--- src/rtl/bcd_ascii_serializer.sv ---
// ============================================================================
// Module   : bcd_ascii_serializer
// Purpose  : Serializes a 5-digit packed BCD value as ASCII characters over a
//            valid/ready handshake, most significant digit first.
// Option   : LEADING_ZERO_BLANK_EN - replaces leading zero digits with PAD_CHAR
//            (the least significant digit is always shown numerically).
// Revision : 1.0 - initial release
// ============================================================================
`default_nettype none

module bcd_ascii_serializer #(
  parameter logic [7:0] PAD_CHAR = 8'h20
) (
  input  logic        clk,
  input  logic        reset_n,
  input  logic [19:0] bcd_in,
  input  logic        start,
  input  logic        char_ready,
  output logic [7:0]  char_data,
  output logic        char_valid,
  output logic        busy,
  output logic        done
);

  typedef enum logic [1:0] {
    IDLE = 2'd0,
    SEND = 2'd1,
    DONE = 2'd2
  } state_t;

  state_t      state_q, state_d;
  logic [2:0]  index_q, index_d;
  logic [19:0] shadow_q, shadow_d;

  logic [3:0]  w_nibble;
  logic        w_blank;
  logic [7:0]  w_ascii;

  always_ff @(posedge clk or negedge reset_n) begin
    if (!reset_n) begin
      state_q  <= IDLE;
      index_q  <= 3'd0;
      shadow_q <= 20'h0;
    end else begin
      state_q  <= state_d;
      index_q  <= index_d;
      shadow_q <= shadow_d;
    end
  end

  always_comb begin
    state_d  = state_q;
    index_d  = index_q;
    shadow_d = shadow_q;
    case (state_q)
      IDLE: begin
        if (start) begin
          shadow_d = bcd_in;
          index_d  = 3'd0;
          state_d  = SEND;
        end
      end
      SEND: begin
        if (char_ready) begin
          if (index_q == 3'd4) begin
            index_d = 3'd0;
            state_d = DONE;
          end else begin
            index_d = index_q + 3'd1;
          end
        end
      end
      DONE: begin
        state_d = IDLE;
      end
      default: begin
        state_d = IDLE;
      end
    endcase
  end

  always_comb begin
    w_nibble = 4'h0;
    case (index_q)
      3'd0:    w_nibble = shadow_q[19:16];
      3'd1:    w_nibble = shadow_q[15:12];
      3'd2:    w_nibble = shadow_q[11:8];
      3'd3:    w_nibble = shadow_q[7:4];
      3'd4:    w_nibble = shadow_q[3:0];
      default: w_nibble = 4'h0;
    endcase
  end

`ifdef LEADING_ZERO_BLANK_EN
  // A digit is blanked only while it and every more significant digit are zero.
  always_comb begin
    w_blank = 1'b0;
    case (index_q)
      3'd0:    w_blank = (shadow_q[19:16] == 4'h0);
      3'd1:    w_blank = (shadow_q[19:12] == 8'h0);
      3'd2:    w_blank = (shadow_q[19:8]  == 12'h0);
      3'd3:    w_blank = (shadow_q[19:4]  == 16'h0);
      default: w_blank = 1'b0;
    endcase
  end
`else
  assign w_blank = 1'b0;
`endif

  always_comb begin
    if (w_blank) begin
      w_ascii = PAD_CHAR;
    end else if (w_nibble > 4'd9) begin
      w_ascii = 8'h3F;
    end else begin
      w_ascii = 8'h30 + {4'h0, w_nibble};
    end
  end

  assign char_valid = (state_q == SEND);
  assign char_data  = char_valid ? w_ascii : 8'h00;
  assign busy       = (state_q != IDLE);
  assign done       = (state_q == DONE);

endmodule

`default_nettype wire
--- config.mk ---
export PLATFORM = sky130hd
export DESIGN_NAME = bcd_ascii_serializer
export DESIGN_NICKNAME = d
export VERILOG_FILES = /design/src/rtl/bcd_ascii_serializer.sv
export SDC_FILE = /design/constraint.sdc
export NUM_CORES = 1
export LEC_CHECK = 0
export ABC_AREA = 1
export CORE_ASPECT_RATIO = 0.5
export CORE_MARGIN = 1
export CORE_UTILIZATION = 46
export DETAILED_ROUTE_END_ITERATION = 10
export PLACE_DENSITY = 0.76
export SYNTH_ARGS = -nofsm -noshare
export SYNTH_HDL_FRONTEND = slang
export SYNTH_SLANG_ARGS = --single-unit
export TNS_END_PERCENT = 5
--- constraint.sdc ---
create_clock -name clk -period 2.4 [get_ports clk]
set_clock_uncertainty 0.2 [all_clocks]
set_input_delay 0.24 -clock clk [delete_from_list [all_inputs] [get_ports clk]]
set_output_delay 0.24 -clock clk [all_outputs]
set_load 0.05 [all_outputs]
**Word level (Yosys, flattened, before mapping)**

Index checks and enable logic that the tools add are counted.

- Memory bits (writable): 0
- Word-level logic and storage cells: 33
- Memories kept: 0
- Latch bits: 0
- ROM bits: 0
- Bits in registers: 25

- Reductions and logical operators: 7
- Multipliers: 0
- Add/subtract/negate cells: 2
- Multiplexer cells: 11
- Eq/ne operators: 9
- Div/mod/pow operators: 0
- Magnitude comparators: 1
- Bitwise logic cells: 0
- Shift operators: 0

Operators with widths:

| operator | number |
|---|---|
| one-hot mux 4 bit (5 select lines) | 1 |
| two-way mux 8 bit | 2 |
| two-way mux 3 bit | 3 |
| adder 6 x 4 -> 7 bit (first input constant) | 1 |
| equality test 3 x 2 -> 1 bit (second input constant) | 2 |
| two-way mux 2 bit | 3 |
| one-hot mux 3 bit (2 select lines) | 1 |
| AND reduction 3 bit | 2 |
| > comparator 4 bit (second input constant) | 1 |
| inequality test 2 bit (second input constant) | 2 |
| one-hot mux 2 bit (2 select lines) | 1 |
| nonzero test 2 bit | 2 |
| adder 3 x 1 -> 3 bit (second input constant) | 1 |
| equality test 3 x 1 -> 1 bit (second input constant) | 1 |
| equality test 3 bit (second input constant) | 1 |
| logical NOT 3 bit | 1 |
| equality test 2 x 1 -> 1 bit (second input constant) | 1 |
| equality test 2 bit (second input constant) | 1 |
| logical NOT 2 bit | 1 |
| inequality test 2 x 1 -> 1 bit (second input constant) | 1 |
| AND reduction 2 bit | 1 |

**Logic depth before layout (Yosys ltp)**

Gate-level depths: netlist of run 1.

- Depth in word-level cells: 5
- Gate-level depth with buffers: 9
- Gate-level depth less buffers: 8

**Least setup slack after synthesis of run 1**

OpenSTA, ideal clock, no wires.

- Path type: register to output
- Start: register index_q[0]
- End: output port char_data[0]
- Cell stages (with the launch flop): 9
- Required time: 1.960 ns
- Arrival: 1.867 ns
- Path slack: 0.093 ns
- Cell sequence: dfrtp_1 > inv_1 > ha_1 > nand2_1 > o21ai_1 > nor2_1 > nand2_1 > nand2_2 > a21oi_1

- Longest elaborated chain between the ends: 5

RTL lines:

| what | line | source |
|---|---|---|
| from (decl) | 32 | `logic [2:0] index_q, index_d;` |
| from (signal assigned) | 46 | `index_q <= index_d;` |
| equality test 3 bit, or another cell as far along | 84 | `case (index_q)` |
| one-hot mux 4 bit (5 select lines) (*) | 84 |  |
| adder 6 x 4 -> 7 bit or > comparator 4 bit (tied branches) | 116, 113 |  |
| two-way mux 8 bit (*) | 113 | `end else if (w_nibble > 4'd9) begin` |
| two-way mux 8 bit (*) | 121 | `assign char_data = char_valid ? w_ascii : 8'h00;` |
| to (decl) | 19 | `output logic [7:0] char_data,` |

Every way passes the cells marked *; elsewhere a longest branch is shown, timed or not.

**Worst setup path in the final report of run 1**

- Start: register index_q[0]
- End: output port char_data[1]

Same word-level chain as after synthesis.

==> results.py, run 1 <==
metrics = {
    "status": {
        "outcome": "completed",
    },
    "timing": {
        "finalSetupViolCount": 0,
        "rsz0062_at_grt": "true",
        "post-route-period-util": 0.9896,
        "worst_pin_slew_ns": 0.4956,
        "worst_slack_ns": 0.02499,
        "hold_viol": 0,
        "min_period_ns": 2.375,
        "maxSlewViolCount": 0,
        "maxSlewHeadroom": 0.6686,
        "fmax_mhz": 421.1,
    },
    "grt": {
        "use_met2": 0.2982,
        "grt_use_met3": 0.05909,
        "grt_pass1_wl_um": 4360,
        "grt_use_met1": 0.2574,
        "grt_max_degree": 26,
        "gr-usage-all-layers": 0.1932,
        "grt_pass1_vias": 904,
        "antenna_found_initial": 0,
        "gr-max-usage-layer": "met2",
        "grt_overflow_total": 0,
    },
    "floorplan": {
        "start_util": 0.5002,
        "coreArea_um2": 2684,
        "fp.dieArea_um2": 3152,
        "die_h_um": 40.20,
        "rows": 13,
        "ios": 35,
        "die_x_um": 78.40,
    },
    "clocking": {
        "cts_made_buffers": 3,
        "clock-sinks": 25,
        "path_clk_slew_ns": 0.09,
        "clk_latency_ns": 0.27,
        "clockBufferDepth": 2,
        "holdBufCountCts": 0,
        "cts_tree": "yes",
        "cts_setup_buffers": 0,
        "root_buffer": "clkbuf_8",
        "htreeDepth": 1,
    },
    "synthesis": {
        "synth.cell_area_um2": 1343,
        "yosys.area.top_type": "dfrtp_1",
        "synth_cell_types": 22,
        "yosys.cell_count.top_type": "dfrtp_1",
        "synth_area_per_cell_um2": 10.33,
        "yosysWarnings": 0,
        "synthTopCellsByArea": "dfrtp_1, mux2_4, nand3_1, ha_1, nand2_1",
        "synth-edff-count": 0,
        "yosysSeqAreaShare": 0.4660,
        "async_reset_ff_frac": 1.000,
        "ys.flop_type": "dfrtp_1",
        "synth_top_area_share": 0.4660,
        "synth_cells": 130,
        "ys_seq_elements": 25,
        "yosys-top-cells-count": "dfrtp_1, nand3_1, nand2_1",
    },
    "final_layout": {
        "drive_above_1_share": 0.2284,
        "final_util": 0.6681,
        "antenna_cells": 0,
        "fill_cells": 215,
        "syn2layout_area_growth_pct": 33.55,
        "layout.nets": 192,
    },
    "worst_setup_path": {
        "crit_path_frequent_cell": "nand2_1",
        "start_kind": "flip-flop",
        "slowest_delay_ns": 0.41,
        "crit_chain": "ha_1 > ha_1 > nand2_1 > nand2_1 > nor2_2 > nand2_1 > nand2_2 > a21oi_2 > buf_12",
        "cp_max_fo": 4,
        "worst_ep_arrival_time_ns": 1.94,
        "cp_slowest_cell": "dfrtp_1",
        "path_class": "flip-flop to output pin",
        "critPathTopFamily": "simple AND/OR/NAND/NOR gates",
        "cp.buffers_inverters": 1,
        "required_ns": 1.96,
        "end_kind": "output pin",
    },
    "drt": {
        "wl_um": 2820,
        "wire_per_inst_um": 14.17,
        "drtPass1Iterations": 4,
        "vias_per_cell": 4.985,
        "num_vias": 992,
        "antenna_left": 0,
        "drt_iter0_drc": 157,
        "remaining_drc_errors": 0,
    },
    "job": {
        "drv_cap": 0,
    },
    "placement": {
        "port_buffers": 32,
        "finalWeightedCongestion": 0.8049,
        "pre_cts_ws_ns": 0.2523,
        "dp_hpwl_um": 2042,
    },
    "worst_hold_path": {
        "hold_path.class": "input pin to asynchronous set/reset pin",
    },
    "pwr": {
        "p_leak_nw": 0.8780,
        "peakVddDrop_v": 0.0006886,
        "powerDensity_nw_per_um2": 1529,
    },
}
## cell usage in the layout (no fill, tap or decap)
master and instances:
a21oi_2 3, mux2_4 13, inv_2 1, nand2_1 15, o22ai_1 1, o21ai_2 1, conb_1 2, nor2_4 1
clkbuf_8 3, nand3_1 17, clkinv_2 1, dlymetal6s2s_1 3, inv_1 12, ha_1 3, ha_4 1, a21oi_1 4
mux2_1 4, clkdlybuf4s50_1 25, nor2_1 8, nand2_4 1, buf_4 2, ha_2 1, dfrtp_1 25, nand2_2 2
o21ai_1 2, nor2_2 3, buf_12 4, nand4_1 1, o21ai_0 3
## state kept, by name (all words and copies together) (netlist names)
signal / count
index_q: 3
state_q: 2
shadow_q: 20
## stage by stage
stage | TNS [ns] | power (W) | cell area [um2] | hold WS [ns] | cells
after floorplan | 0 | 0.001842 | 1346 | -0.2556 | 131
after detailed placement | 0 | 0.002389 | 1708 | 0.2869 | 195
after global routing | -0.1666 | 0.002899 | 1793 | 0.1538 | 199
final | 0 | 0.002741 | 1793 | 0.1171 | 199
after CTS | 0 | 0.002643 | 1757 | 0.1287 | 199
after global placement | 0 | 0.002346 | 1708 | 0.2782 | 195
## report_power, final
group	internal, W	total, W	switching, W
sequential	0.000621	0.000760	0.000139
clock	0.000116	0.000250	0.000134
combinational	0.000768	0.00173	0.000962
## worst paths after layout
check                           depth (start not counted)           end    startpoint  slack, ns
worst max-delay path                                    9  char_data[1]    index_q[0]       0.02
worst min-delay path                                    2  shadow_q[11]       reset_n       0.12
worst max register to register                          7    index_q[0]    index_q[0]       0.78
worst min register to register                          1  shadow_q[17]  shadow_q[17]       0.30
max in group asynchronous                               2  shadow_q[14]       reset_n       1.64
min in group clk                                        1  shadow_q[17]  shadow_q[17]       0.30
## area by class of cell
class | instances | area [um2] | area share
inverters | 13 | 48.80 | 0.02722
clock inverters | 1 | 5.005 | 0.002791
clock buffers | 3 | 41.29 | 0.02303
flip-flops and latches | 25 | 625.6 | 0.3489
well taps | 37 | 46.29 | 0.02582
repair buffers | 34 | 382.9 | 0.2135
multi-input cells | 86 | 643.1 | 0.3587
## worst reg2reg max path, cell delays in order, from the launching register on
cell and delay, ns:
dfrtp_1 0.39, inv_1 0.12, ha_4 0.21, nand2_1 0.08, inv_1 0.08, nor2_1 0.25
nand3_1 0.11, o21ai_0 0.10
## logic make-up after synthesis
family	Yosys count	synth area share
fa+ha+maj	5	0.04660
mux	17	0.1789
flops	25	0.4660
other cells	1	0.002793
compound gates	14	0.05592
simple gates	48	0.1687
buf+inv	20	0.08108
## what timing repair did
| action | CTS | global route |
|---|---|---|
| pin swaps | 0 | 0 |
| setup endpoints to repair | 1 | 6 |
| gates cloned | 0 | 0 |
| resized for setup | 1 | 10 |
| endpoints found under the hold margin | 0 | 0 |
## metal layers
metal	up-vias	share of wire
met5	-	0
met4	0	0.026
met3	8	0.059
met2	37	0.45
met1	461	0.46
li1	486	-
No activity file was read; power rests on OpenSTA's default activity.
==> run 2, diff against run 1 <==
CORE_UTILIZATION = 51   (was 46)
PLACE_DENSITY = 0.83   (was 0.76)
==> results.py, run 2 (synthesis gave the netlist of run 1 again) <==
metrics = {
    "worst_setup_path": {
        "required_ns": 1.96,
        "endpoint": "char_data[1]",
        "worst_ep_arrival_time_ns": 1.89,
        "timing.rr.end": "state_q[0]",
        "start_kind": "flip-flop",
        "end_kind": "output pin",
        "rrSetupSlack_ns": 0.77,
        "crit_path_start": "index_q[0]",
        "path_class": "flip-flop to output pin",
        "worstReg2RegStart": "index_q[0]",
        "cp_max_fo": 7,
        "rr_worst_depth": 7,
    },
    "drt": {
        "remaining_drc_errors": 0,
        "drtPass1Iterations": 4,
        "wl_um": 2709,
        "wire_per_inst_um": 13.75,
        "vias_per_cell": 5.041,
        "antenna_left": 0,
        "num_vias": 993,
        "drt_iter0_drc": 53,
    },
    "clocking": {
        "root_buffer": "clkbuf_8",
        "htreeDepth": 1,
        "cts_tree": "yes",
        "holdBufCountCts": 0,
        "clockBufferDepth": 2,
        "path_clk_slew_ns": 0.08,
        "clk_latency_ns": 0.26,
        "clock-sinks": 25,
        "cts_setup_buffers": 0,
        "cts_resized": 0,
        "cts_made_buffers": 3,
    },
    "grt": {
        "antenna_found_initial": 0,
        "grt_pass1_wl_um": 4291,
        "grt_max_degree": 26,
        "grt_pass1_vias": 926,
        "grt_overflow_total": 0,
        "gr-usage-all-layers": 0.2159,
    },
    "final_layout": {
        "fill_cells": 176,
        "largest-register": "shadow_q",
        "mostFrequentLayoutCells": "clkdlybuf4s50_1, dfrtp_1, nand3_1",
        "final_common_cell": "clkdlybuf4s50_1",
        "syn2layout_area_growth_pct": 30.94,
        "antenna_cells": 0,
        "drive_above_1_share": 0.1852,
        "layout.nets": 192,
        "largest_register_ffs": 20,
        "biggestRegsByFlops": "shadow_q x20, index_q x3, state_q x2",
        "final_util": 0.7505,
        "regArea_um2": 625.6,
        "multi_input_area_um2": 614.3,
    },
    "timing": {
        "post-route-period-util": 0.9698,
        "rsz0062_at_grt": "true",
        "hold_viol": 0,
        "min_period_ns": 2.328,
        "worst_pin_slew_ns": 0.5142,
        "maxSlewViolCount": 0,
        "worst_slack_ns": 0.07236,
        "finalSetupViolCount": 0,
        "fmax_mhz": 429.6,
        "maxSlewHeadroom": 0.6567,
    },
    "worst_hold_path": {
        "hold_path.class": "input pin to asynchronous set/reset pin",
    },
    "floorplan": {
        "rows": 12,
        "die_x_um": 74.56,
        "fp.dieArea_um2": 2854,
        "ios": 35,
        "start_util": 0.5732,
        "die_h_um": 38.28,
        "coreArea_um2": 2342,
    },
    "pwr": {
        "p_seq_frac": 0.290,
        "p_int_w": 0.001473,
        "p_clk_frac": 0.092,
        "switching_share": 0.4409,
        "p_switching_w": 0.001161,
        "powerDensity_nw_per_um2": 1498,
        "peakVddDrop_v": 0.0007347,
        "p_leak_nw": 0.8649,
        "power_w": 0.002634,
        "pwr-share-comb": 0.619,
    },
    "placement": {
        "pre_cts_ws_ns": 0.3578,
        "port_buffers": 32,
        "finalWeightedCongestion": 0.8487,
        "dp_hpwl_um": 2049,
    },
    "status": {
        "outcome": "completed",
    },
    "job": {
        "drv_cap": 0,
    },
}
## run 2: final cells by class
type | instances | area share
Clock buffer | 4 | 0.02562
Multi-Input combinational cell | 86 | 0.3495
Sequential cell | 25 | 0.3559
Timing Repair Buffer | 34 | 0.2164
Inverter | 13 | 0.02776
Tap cell | 35 | 0.02491
## run 2: critical path: stages, from the launching register on
cell and delay [ns]:
dfrtp_1 0.41, inv_1 0.13, ha_2 0.27, nand2_1 0.09
o21ai_1 0.12, nor2_1 0.07, nand2_1 0.07, nand2_2 0.06
a21oi_1 0.23, buf_12 0.17
## run 2: routing by layer
metal / routed length (um) / vias to the layer above / GRT usage
met5: 0 / - / 0
met3: 149 / 2 / 0.05526
met4: 15 / 0 / 0.05660
met1: 1320 / 465 / 0.2944
met2: 1224 / 41 / 0.3468
li1: - / 485 / -
## run 2: worst min path at each step
stage	from	slack [ns]	cells after the start	endpoint
finish	reset_n	0.15	2	shadow_q[7]
global route	reset_n	0.16	2	shadow_q[7]
CTS	reset_n	0.16	2	shadow_q[7]
detailed placement	shadow_q[17]	0.29	1	shadow_q[17]
global placement	shadow_q[17]	0.29	1	shadow_q[17]
floorplan	reset_n	-0.26	0	index_q[0]
## run 2: through the flow
stage	hold WS, ns	instances	setup TNS (ns)	cell area [um2]
6_report	0.1528	197	0	1758
5_1_grt	0.1608	197	-0.1143	1758
4_1_cts	0.1640	197	0	1750
3_5_place_dp	0.2887	193	0	1705
3_3_place_gp	0.2860	193	0	1705
2_1_floorplan	-0.2556	131	0	1346
## run 2: power groups by stage
stage / registers [W] / logic [W] / clock network [W]
2_1_floorplan: 0.000716 / 0.00113 / 0
5_1_grt: 0.000785 / 0.00174 / 0.000264
6_report: 0.000763 / 0.00163 / 0.000241
4_1_cts: 0.000761 / 0.00163 / 0.000247
3_3_place_gp: 0.000758 / 0.00159 / 0
3_5_place_dp: 0.000764 / 0.00162 / 0
